[src/rtl/prio_encoder_scan_if.sv]
// Request and display bundle for prio_encoder_scan.
// The master side drives the request lines; the slave side (the encoder) returns index and display.
interface prio_encoder_scan_if #(
    parameter int WIDTH = 16,
    parameter int NDIG  = 2
);
    localparam int IDX_W = (WIDTH > 2) ? $clog2(WIDTH) : 1;

    logic [WIDTH-1:0] sw;
    logic             lsb_first;
    logic             freeze;
    logic             valid;
    logic [IDX_W-1:0] idx;
    logic             changed;
    logic [7:0]       seg;
    logic [NDIG-1:0]  an;

    modport master (
        output sw, lsb_first, freeze,
        input  valid, idx, changed, seg, an
    );

    modport slave (
        input  sw, lsb_first, freeze,
        output valid, idx, changed, seg, an
    );
endinterface

[src/rtl/prio_encoder_scan.sv]
// Synchronised, debounced priority encoder driving a multiplexed hex 7-segment display.
// Inputs are level requests; there is no handshake, and every output is registered.
module prio_encoder_scan #(
    parameter int WIDTH      = 16,
    parameter int DEB_CYCLES = 4,
    parameter int NDIG       = 2,
    parameter int SCAN_DIV   = 1024
) (
    input  logic clk,
    input  logic rst_n,
    prio_encoder_scan_if.slave bus
);
    localparam int IDX_W = (WIDTH > 2) ? $clog2(WIDTH) : 1;
    localparam int CNT_W = (DEB_CYCLES > 1) ? $clog2(DEB_CYCLES) : 1;
    localparam int SC_W  = (SCAN_DIV > 1) ? $clog2(SCAN_DIV) : 1;
    localparam int DIG_W = (NDIG > 1) ? $clog2(NDIG) : 1;

    localparam logic [CNT_W-1:0] DEB_LAST  = CNT_W'(DEB_CYCLES - 1);
    localparam logic [SC_W-1:0]  SCAN_LAST = SC_W'(SCAN_DIV - 1);
    localparam logic [DIG_W-1:0] DIG_LAST  = DIG_W'(NDIG - 1);

    logic [WIDTH-1:0] r_s1;
    logic [WIDTH-1:0] r_s2;
    logic [WIDTH-1:0] r_cand;
    logic [WIDTH-1:0] r_stable;
    logic [CNT_W-1:0] r_cnt;

    logic             r_valid;
    logic [IDX_W-1:0] r_idx;
    logic [IDX_W:0]   r_last;
    logic             r_changed;

    logic [SC_W-1:0]  r_scan;
    logic [DIG_W-1:0] r_dig;
    logic [7:0]       r_seg;
    logic [NDIG-1:0]  r_an;

    logic             w_enc_valid;
    logic [IDX_W-1:0] w_enc_idx;
    logic [4*NDIG-1:0] w_idx_pad;
    logic [3:0]       w_nib;
    logic [7:0]       w_seg_next;
    logic [NDIG-1:0]  w_an_next;

    // Active-low glyphs, bit order a,b,c,d,e,f,g,dp; dp is left dark here.
    function automatic logic [7:0] hex_glyph(input logic [3:0] n);
        case (n)
            4'h0: hex_glyph = 8'h03;
            4'h1: hex_glyph = 8'h9F;
            4'h2: hex_glyph = 8'h25;
            4'h3: hex_glyph = 8'h0D;
            4'h4: hex_glyph = 8'h99;
            4'h5: hex_glyph = 8'h49;
            4'h6: hex_glyph = 8'h41;
            4'h7: hex_glyph = 8'h1F;
            4'h8: hex_glyph = 8'h01;
            4'h9: hex_glyph = 8'h09;
            4'hA: hex_glyph = 8'h11;
            4'hB: hex_glyph = 8'hC1;
            4'hC: hex_glyph = 8'h63;
            4'hD: hex_glyph = 8'h85;
            4'hE: hex_glyph = 8'h61;
            default: hex_glyph = 8'h71;
        endcase
    endfunction

    // Any mismatch between s2 and the candidate restarts the stability count.
    always_ff @(posedge clk or negedge rst_n) begin
        if (!rst_n) begin
            r_s1     <= '0;
            r_s2     <= '0;
            r_cand   <= '0;
            r_stable <= '0;
            r_cnt    <= '0;
        end else begin
            r_s1 <= bus.sw;
            r_s2 <= r_s1;
            if (r_s2 != r_cand) begin
                r_cand <= r_s2;
                r_cnt  <= '0;
            end else if (r_cnt == DEB_LAST) begin
                r_stable <= r_cand;
            end else begin
                r_cnt <= r_cnt + 1'b1;
            end
        end
    end

    // Later loop iterations override earlier ones, so iteration order picks the winner.
    always_comb begin
        w_enc_idx   = '0;
        w_enc_valid = |r_stable;
        if (bus.lsb_first) begin
            for (int i = WIDTH - 1; i >= 0; i--) begin
                if (r_stable[i]) w_enc_idx = IDX_W'(i);
            end
        end else begin
            for (int i = 0; i < WIDTH; i++) begin
                if (r_stable[i]) w_enc_idx = IDX_W'(i);
            end
        end
    end

    always_ff @(posedge clk or negedge rst_n) begin
        if (!rst_n) begin
            r_valid   <= 1'b0;
            r_idx     <= '0;
            r_last    <= '0;
            r_changed <= 1'b0;
        end else begin
            if (!bus.freeze) begin
                r_valid <= w_enc_valid;
                r_idx   <= w_enc_idx;
            end
            r_last    <= {r_valid, r_idx};
            r_changed <= ({r_valid, r_idx} != r_last);
        end
    end

    assign w_idx_pad = (4*NDIG)'(r_idx);
    assign w_nib     = w_idx_pad[{r_dig, 2'b00} +: 4];
    assign w_an_next = ~(NDIG'(1) << r_dig);

    always_comb begin
        w_seg_next = 8'hFD;
        if (r_valid) begin
            w_seg_next = hex_glyph(w_nib);
            if (r_dig == '0) w_seg_next[0] = 1'b0;
        end
    end

    always_ff @(posedge clk or negedge rst_n) begin
        if (!rst_n) begin
            r_scan <= '0;
            r_dig  <= '0;
            r_seg  <= 8'hFF;
            r_an   <= '1;
        end else begin
            if (r_scan == SCAN_LAST) begin
                r_scan <= '0;
                r_dig  <= (r_dig == DIG_LAST) ? '0 : r_dig + 1'b1;
            end else begin
                r_scan <= r_scan + 1'b1;
            end
            r_seg <= w_seg_next;
            r_an  <= w_an_next;
        end
    end

    assign bus.valid   = r_valid;
    assign bus.idx     = r_idx;
    assign bus.changed = r_changed;
    assign bus.seg     = r_seg;
    assign bus.an      = r_an;
endmodule

[src/flat_wrapper.sv]
// flat-port wrapper written by rule: the top's interface ports become plain ports
module prio_encoder_scan_flat 
#(
    parameter int WIDTH      = 16,
    parameter int DEB_CYCLES = 4,
    parameter int NDIG       = 2,
    parameter int SCAN_DIV   = 1024
)
  (clk, rst_n, bus_sw, bus_lsb_first, bus_freeze, bus_valid, bus_idx, bus_changed, bus_seg, bus_an);
  prio_encoder_scan_if #(.WIDTH(WIDTH), .NDIG(NDIG)) bus_i ();
  input  logic clk;
  input  logic rst_n;
  input wire logic [$bits(bus_i.sw)-1:0] bus_sw;
  input wire logic [$bits(bus_i.lsb_first)-1:0] bus_lsb_first;
  input wire logic [$bits(bus_i.freeze)-1:0] bus_freeze;
  output wire logic [$bits(bus_i.valid)-1:0] bus_valid;
  output wire logic [$bits(bus_i.idx)-1:0] bus_idx;
  output wire logic [$bits(bus_i.changed)-1:0] bus_changed;
  output wire logic [$bits(bus_i.seg)-1:0] bus_seg;
  output wire logic [$bits(bus_i.an)-1:0] bus_an;
  assign bus_i.sw = bus_sw;
  assign bus_i.lsb_first = bus_lsb_first;
  assign bus_i.freeze = bus_freeze;
  assign bus_valid = bus_i.valid;
  assign bus_idx = bus_i.idx;
  assign bus_changed = bus_i.changed;
  assign bus_seg = bus_i.seg;
  assign bus_an = bus_i.an;
  prio_encoder_scan #(.WIDTH(WIDTH), .DEB_CYCLES(DEB_CYCLES), .NDIG(NDIG), .SCAN_DIV(SCAN_DIV)) u_core (.clk(clk), .rst_n(rst_n), .bus(bus_i));
endmodule
[config.mk]
export PLATFORM = sky130hd
export DESIGN_NAME = prio_encoder_scan_flat
export DESIGN_NICKNAME = d
export VERILOG_FILES = /design/src/rtl/prio_encoder_scan_if.sv /design/src/rtl/prio_encoder_scan.sv /design/src/flat_wrapper.sv
export SDC_FILE = /design/constraint.sdc
export NUM_CORES = 1
export LEC_CHECK = 0
export CAP_MARGIN = 15
export CORE_UTILIZATION = 55
export CTS_BUF_LIST = sky130_fd_sc_hd__clkbuf_8 sky130_fd_sc_hd__clkbuf_16
export DETAILED_ROUTE_END_ITERATION = 8
export GPL_TIMING_DRIVEN = 1
export PLACE_DENSITY = 0.87
export SLEW_MARGIN = 30
export SYNTH_ARGS = -nofsm -noshare
export SYNTH_HDL_FRONTEND = slang
export SYNTH_SLANG_ARGS = --single-unit
[constraint.sdc]
create_clock -name clk -period 2.08 [get_ports clk]
set_input_delay 0.312 -clock clk [delete_from_list [all_inputs] [get_ports clk]]
set_output_delay 0.312 -clock clk [all_outputs]
set_load 0.05 [all_outputs]
After elaboration in Yosys (flattened, before gate mapping) --
Memory sizes are Yosys's and may differ from the RTL's. Index checks and enable logic that the tools add are counted.
Storage, ports and cells: register bits 98, ROM bits 112, input bits 20, output and inout port bits 16, word-level logic and storage cells 66, memories 1
Memory list:
- (no name shown) | words 16, width 7, rd ports 1, clocked after memory_dff 0, write ports 0, line prio_encoder_scan.sv:47 | case (n)
Operators by class: add/sub/neg operators 3, equality and inequality tests 5, shifts and indexed selects 2, mux-type cells 38, bitwise logic cells 2, reductions and logical operators 2
Operators by type and width (count):
- $mux 4 | 25
- $ne 16x16->1 | 1
- $reduce_or 16->1 | 1
- $mux 3 | 4
- $add 10x1->10 const B | 1
- $eq 10x10->1 const B | 1
- $mux 10 | 1
- $mux 2 | 4
- $mux 8 | 1
- $shiftx 8x4->4 | 1
- $ne 5x5->1 | 1
- $mux 1 | 3
- $add 2x1->2 const B | 1
- $eq 2x2->1 const B | 1
- $ne 2x1->1 const B | 1
- $not 2->2 | 1
- $reduce_and 2->1 | 1
- $shl 1x1->2 const A | 1
- $add 1x1->1 const B | 1
- $not 1->1 | 1

Depth between registers and ports, before layout --
depth in word-level cells 17, depth in mapped cells 8, mapped depth without buffers 8

Least setup slack after synthesis --
OpenSTA, ideal clock, no wires.
kind flip-flop to flip-flop, start register u_core.r_cand[15], end register u_core.r_stable[10], library setup time 0.125 ns, arrival 1.710 ns, data required time 1.955 ns, setup slack 0.245 ns, cell stages (with the launch flop) 8, buffers on the path 2, period minus slack after synthesis 1.835 ns, cells stage by stage dfrtp_1 > xor2_1 > nor4_1 > nand4_1 > or2_1 > buf_6 > buf_12 > mux2_4
On the way: longest elaborated chain between the ends 3
RTL lines:
- start, declared | line prio_encoder_scan.sv:24 | logic [WIDTH-1:0] r_cand;
- start signal, assigned | line prio_encoder_scan.sv:79 | r_cand <= r_s2;
- $ne 16x16->1 | line prio_encoder_scan.sv:78 | if (r_s2 != r_cand) begin
- $not 1->1 (no line)
- $reduce_and 2->1 (no line)
- end signal, assigned | line prio_encoder_scan.sv:82 | r_stable <= r_cand;
- end, declared | line prio_encoder_scan.sv:25 | logic [WIDTH-1:0] r_stable;
No other way between the ends. A chain may end at the register's enable or synchronous reset.

Worst setup path in the final report --
start register u_core.r_idx[1], in the netlist u_core.bus.idx[1], end output bus_idx[1]
RTL lines:
- start, declared | line prio_encoder_scan.sv:29 | logic [IDX_W-1:0] r_idx;
- start signal, assigned | line prio_encoder_scan.sv:113 | r_idx <= w_enc_idx;
- end, declared | line flat_wrapper.sv:17 | output wire logic [$bits(bus_i.idx)-1:0] bus_idx;
No word-level cell between the ends.

==> summary.md <==
| Metric | Value |
|---|---|
| CTS tree | done |
| Post-synthesis cell area | 3869 um^2 |
| Main flop type after synthesis | dfrtp_1 |
| Max incr delay on CP | 0.86 ns |
| CTS Sinks | 98 |
| Part of the cycle the worst path needs | 97.41% |
| Setup-failing EPs final | 0 |
| Worst hold path class | register to register |
| Pin count of the biggest net entering global routing | 51 |
| WS Path Type | register to output pin |
| Iter 0 DRT Violations | 127 |
| RSZ-0062 raised after global routing | false |
| CP required | 1.77 ns |
| Clock Path Buffers | 2 |
| Antenna Cells | 0 |
| Reg2reg end | u_core.r_stable[9] |
| GR Overflow Total | 0 |
| Leakage | 0.002067 uW |
| Die height | 85.87 um |
| Placer Congestion | 0.9036 |
| Synthesis Warnings | 0 |
| Row cnt | 30 |
| Slew @ Worst Pin | 0.6218 ns |
| CP top delay family | buffers and inverters |
| CP Data Arrival Time | 1.71 ns |
| FF+latch count, synth | 98 |
| Hold path cells | 0 |
| Endpoints failing hold | 0 |
| Worst skew pair latency | 0.36 ns |
| Hold Crit Endpoint | u_core.r_s2[14] |
| DR vias/cell | 5.360 |
| Clk slew on worst S/H paths | 0.09 ns |
| Commonest non-fill, non-tap cell in the layout | dfrtp_1 |
| Slowest cell on the critical path | clkdlybuf4s50_1 |
| # port buffers | 35 |
| All-layer global routing usage | 18.98% |
| Fin Clk Skew | 0.01048 ns |
| Core Box Area | 6794 um^2 |
| R2R setup slack | 0.15 ns |
| Routed vias | 2305 |
| Die area | 7374 um^2 |
| Number of synthesized flops with an enable pin | 0 |
| Final setup margin | 0.05395 ns |
| First-pass GRT wire length | 10560 um |
| Top Ports | 36 |
| Slew HR | 58.54% |
| Buf+Inv Stages, Crit Path | 1 |
| Routed WL per cell | 14.15 um |
| Mean Syn Cell Area | 12.94 um^2 |
| Setup tns final | 0 ns |
| Die Wd | 85.87 um |
| Crit path max fanout | 7 |
| Slew Viols, Final | 0 |
| Nets | 357 |
| Initial antenna violation count | 0 |
| Max-Cap Viols | 0 |
| Initial Util | 56.94% |
| FFs w/ async S/R, synth | 100.0% |
| Wirelength, routed | 6084 um |
| Most frequent cells in the layout | dfrtp_1 (88), clkdlybuf4s50_1 (32), xor2_1 (23), nor2_1 (17) |
| Cts bufs inserted | 9 |
| CTS H-tree depth | 3 |
| VDD IR-drop max | 0.0005028 V |
| R2r worst-path depth | 6 |
| Worst hold start | u_core.r_s1[14] |
| Post-DP HPWL | 4230 um |
| Cell area power density | 736.7 nW/um^2 |
| Critical R2R Launch | u_core.r_cand[3] |
| Cells after Synth | 299 |
| Syn Nets | 327 |
| Crit path launch type | register |
| Share of cells above drive strength 1 | 16.17% |
| CTS root buf | clkbuf_8 |
| Antenna Nets Post-Route | 0 |
| Pre-CTS WS | 0.03175 ns |
| Critical Path Sink Type | output pin |
| First-pass DRT Iterations | 4 |
| F_max | 0.4936 GHz |
| Status | finished clean |
| Setup bufs post-CTS | 0 |
| Part of the Yosys area used for sequential elements | 63.71% |
| Min Tclk post-route | 2.026 ns |
| DRC | 0 |
| Distinct cell type count after synthesis | 43 |
| Hold_ws | 0.3524 ns |
| Critical-path cell list | clkdlybuf4s50_1 |
| Core Util, Final | 66.39% |
| Vias in the first global route | 2284 |
| Area growth, synth to finish | 16.59% |
[per-layer routing]
metal / GRT usage (%) / vias to the layer above / routed length [um]
met1: 23.82 / 1127 / 2674
met4: 10.76 / 0 / 142
met3: 3.657 / 14 / 243
li1: - / 1085 / -
met2: 31.10 / 79 / 3025
met5: 0 / - / 0
[final cells by class]
class                   instances  area [um^2]
flip-flops and latches         98         2465
fillers                       519         2283
multi-input cells             167         1271
repair buffers                 43        435.4
clock buffers                  10        137.6
well taps                      96        120.1
clock inverters                 6        43.79
inverters                      10        37.54
[stage by stage]
step	instances	cell area (um^2)	power [uW]
detailed placement	413	4298	2244
global placement	413	4298	2233
CTS	430	4489	3355
global route	430	4511	3470
finish	430	4511	3323
floorplan	299	3869	2133
[state kept, by name, summed over array words and instances, names as in the netlist, 4 cells and up]
name and flops:
u_core.r_cand 16, u_core.r_s1 16, u_core.r_s2 16, u_core.r_stable 16, u_core.r_scan 10, u_core.bus.seg 8, u_core.r_last 5, u_core.bus.idx 4
[power by group]
part | internal (uW) | leakage [uW] | switching (uW)
registers | 1960 | 0.00120 | 38.1
logic | 90.9 | 0.000770 | 117
clock network | 470 | 0.0000976 | 644
total | 2520 | 0.00207 | 800
[what timing repair did]
action                     4_1_cts  5_1_grt
hold endpoints to repair        38        0
hold buffers                     1        0
gates resized for setup          0        4
setup endpoints to repair        0       17
[synthesized netlist by cell type, drive strengths merged (2+ instances only)]
cell	number	area, um^2
nand3	6	30.03
a211oi	2	15.01
o31ai	3	22.52
o21ai	11	55.05
or2	2	12.52
nor2	17	63.81
mux2i	5	50.05
nand2	11	41.29
dfrtp	88	2202
buf	3	35.03
o311ai	3	26.28
ha	8	100.1
clkbuf	21	78.83
a21oi	8	40.04
xnor2	7	61.31
inv	9	33.78
nor4	7	43.79
and4	3	26.28
a221oi	3	26.28
nor2b	5	31.28
nand2b	2	12.51
o221ai	2	17.52
mux2	16	217.7
nor3	6	30.03
a21o	3	22.52
a31oi	2	12.51
a311oi	2	17.52
and3	2	12.51
dfstp	10	262.8
xor2	23	201.4
[logic make-up (layout without fill, tap and decap cells)]
logic type	Yosys count	after routing	share of synthesized area [%]
adder cells (fa/ha/maj)	8	8	2.587
buffers and inverters	34	69	3.913
multiplexers	21	21	6.921
XOR/XNOR	30	30	6.792
flip-flops	98	98	63.71
AND/OR/NAND/NOR	63	63	8.215
AO/OA/AOI/OAI	45	45	7.859
[worst max path at each step]
stage                 startpoint             endpoint  slack [ns]  depth (start not counted)
2_1_floorplan  u_core.r_cand[15]  u_core.r_stable[10]        0.24                          7
3_3_place_gp    u_core.r_cand[7]   u_core.r_stable[7]        0.11                          6
3_5_place_dp    u_core.r_cand[3]   u_core.r_stable[9]        0.03                          6
4_1_cts         u_core.r_cand[3]   u_core.r_stable[9]        0.02                          6
5_1_grt        u_core.bus.idx[1]           bus_idx[1]       0.004                          1
6_report       u_core.bus.idx[1]           bus_idx[1]        0.05                          1
Power figures use the tool's default switching activity.
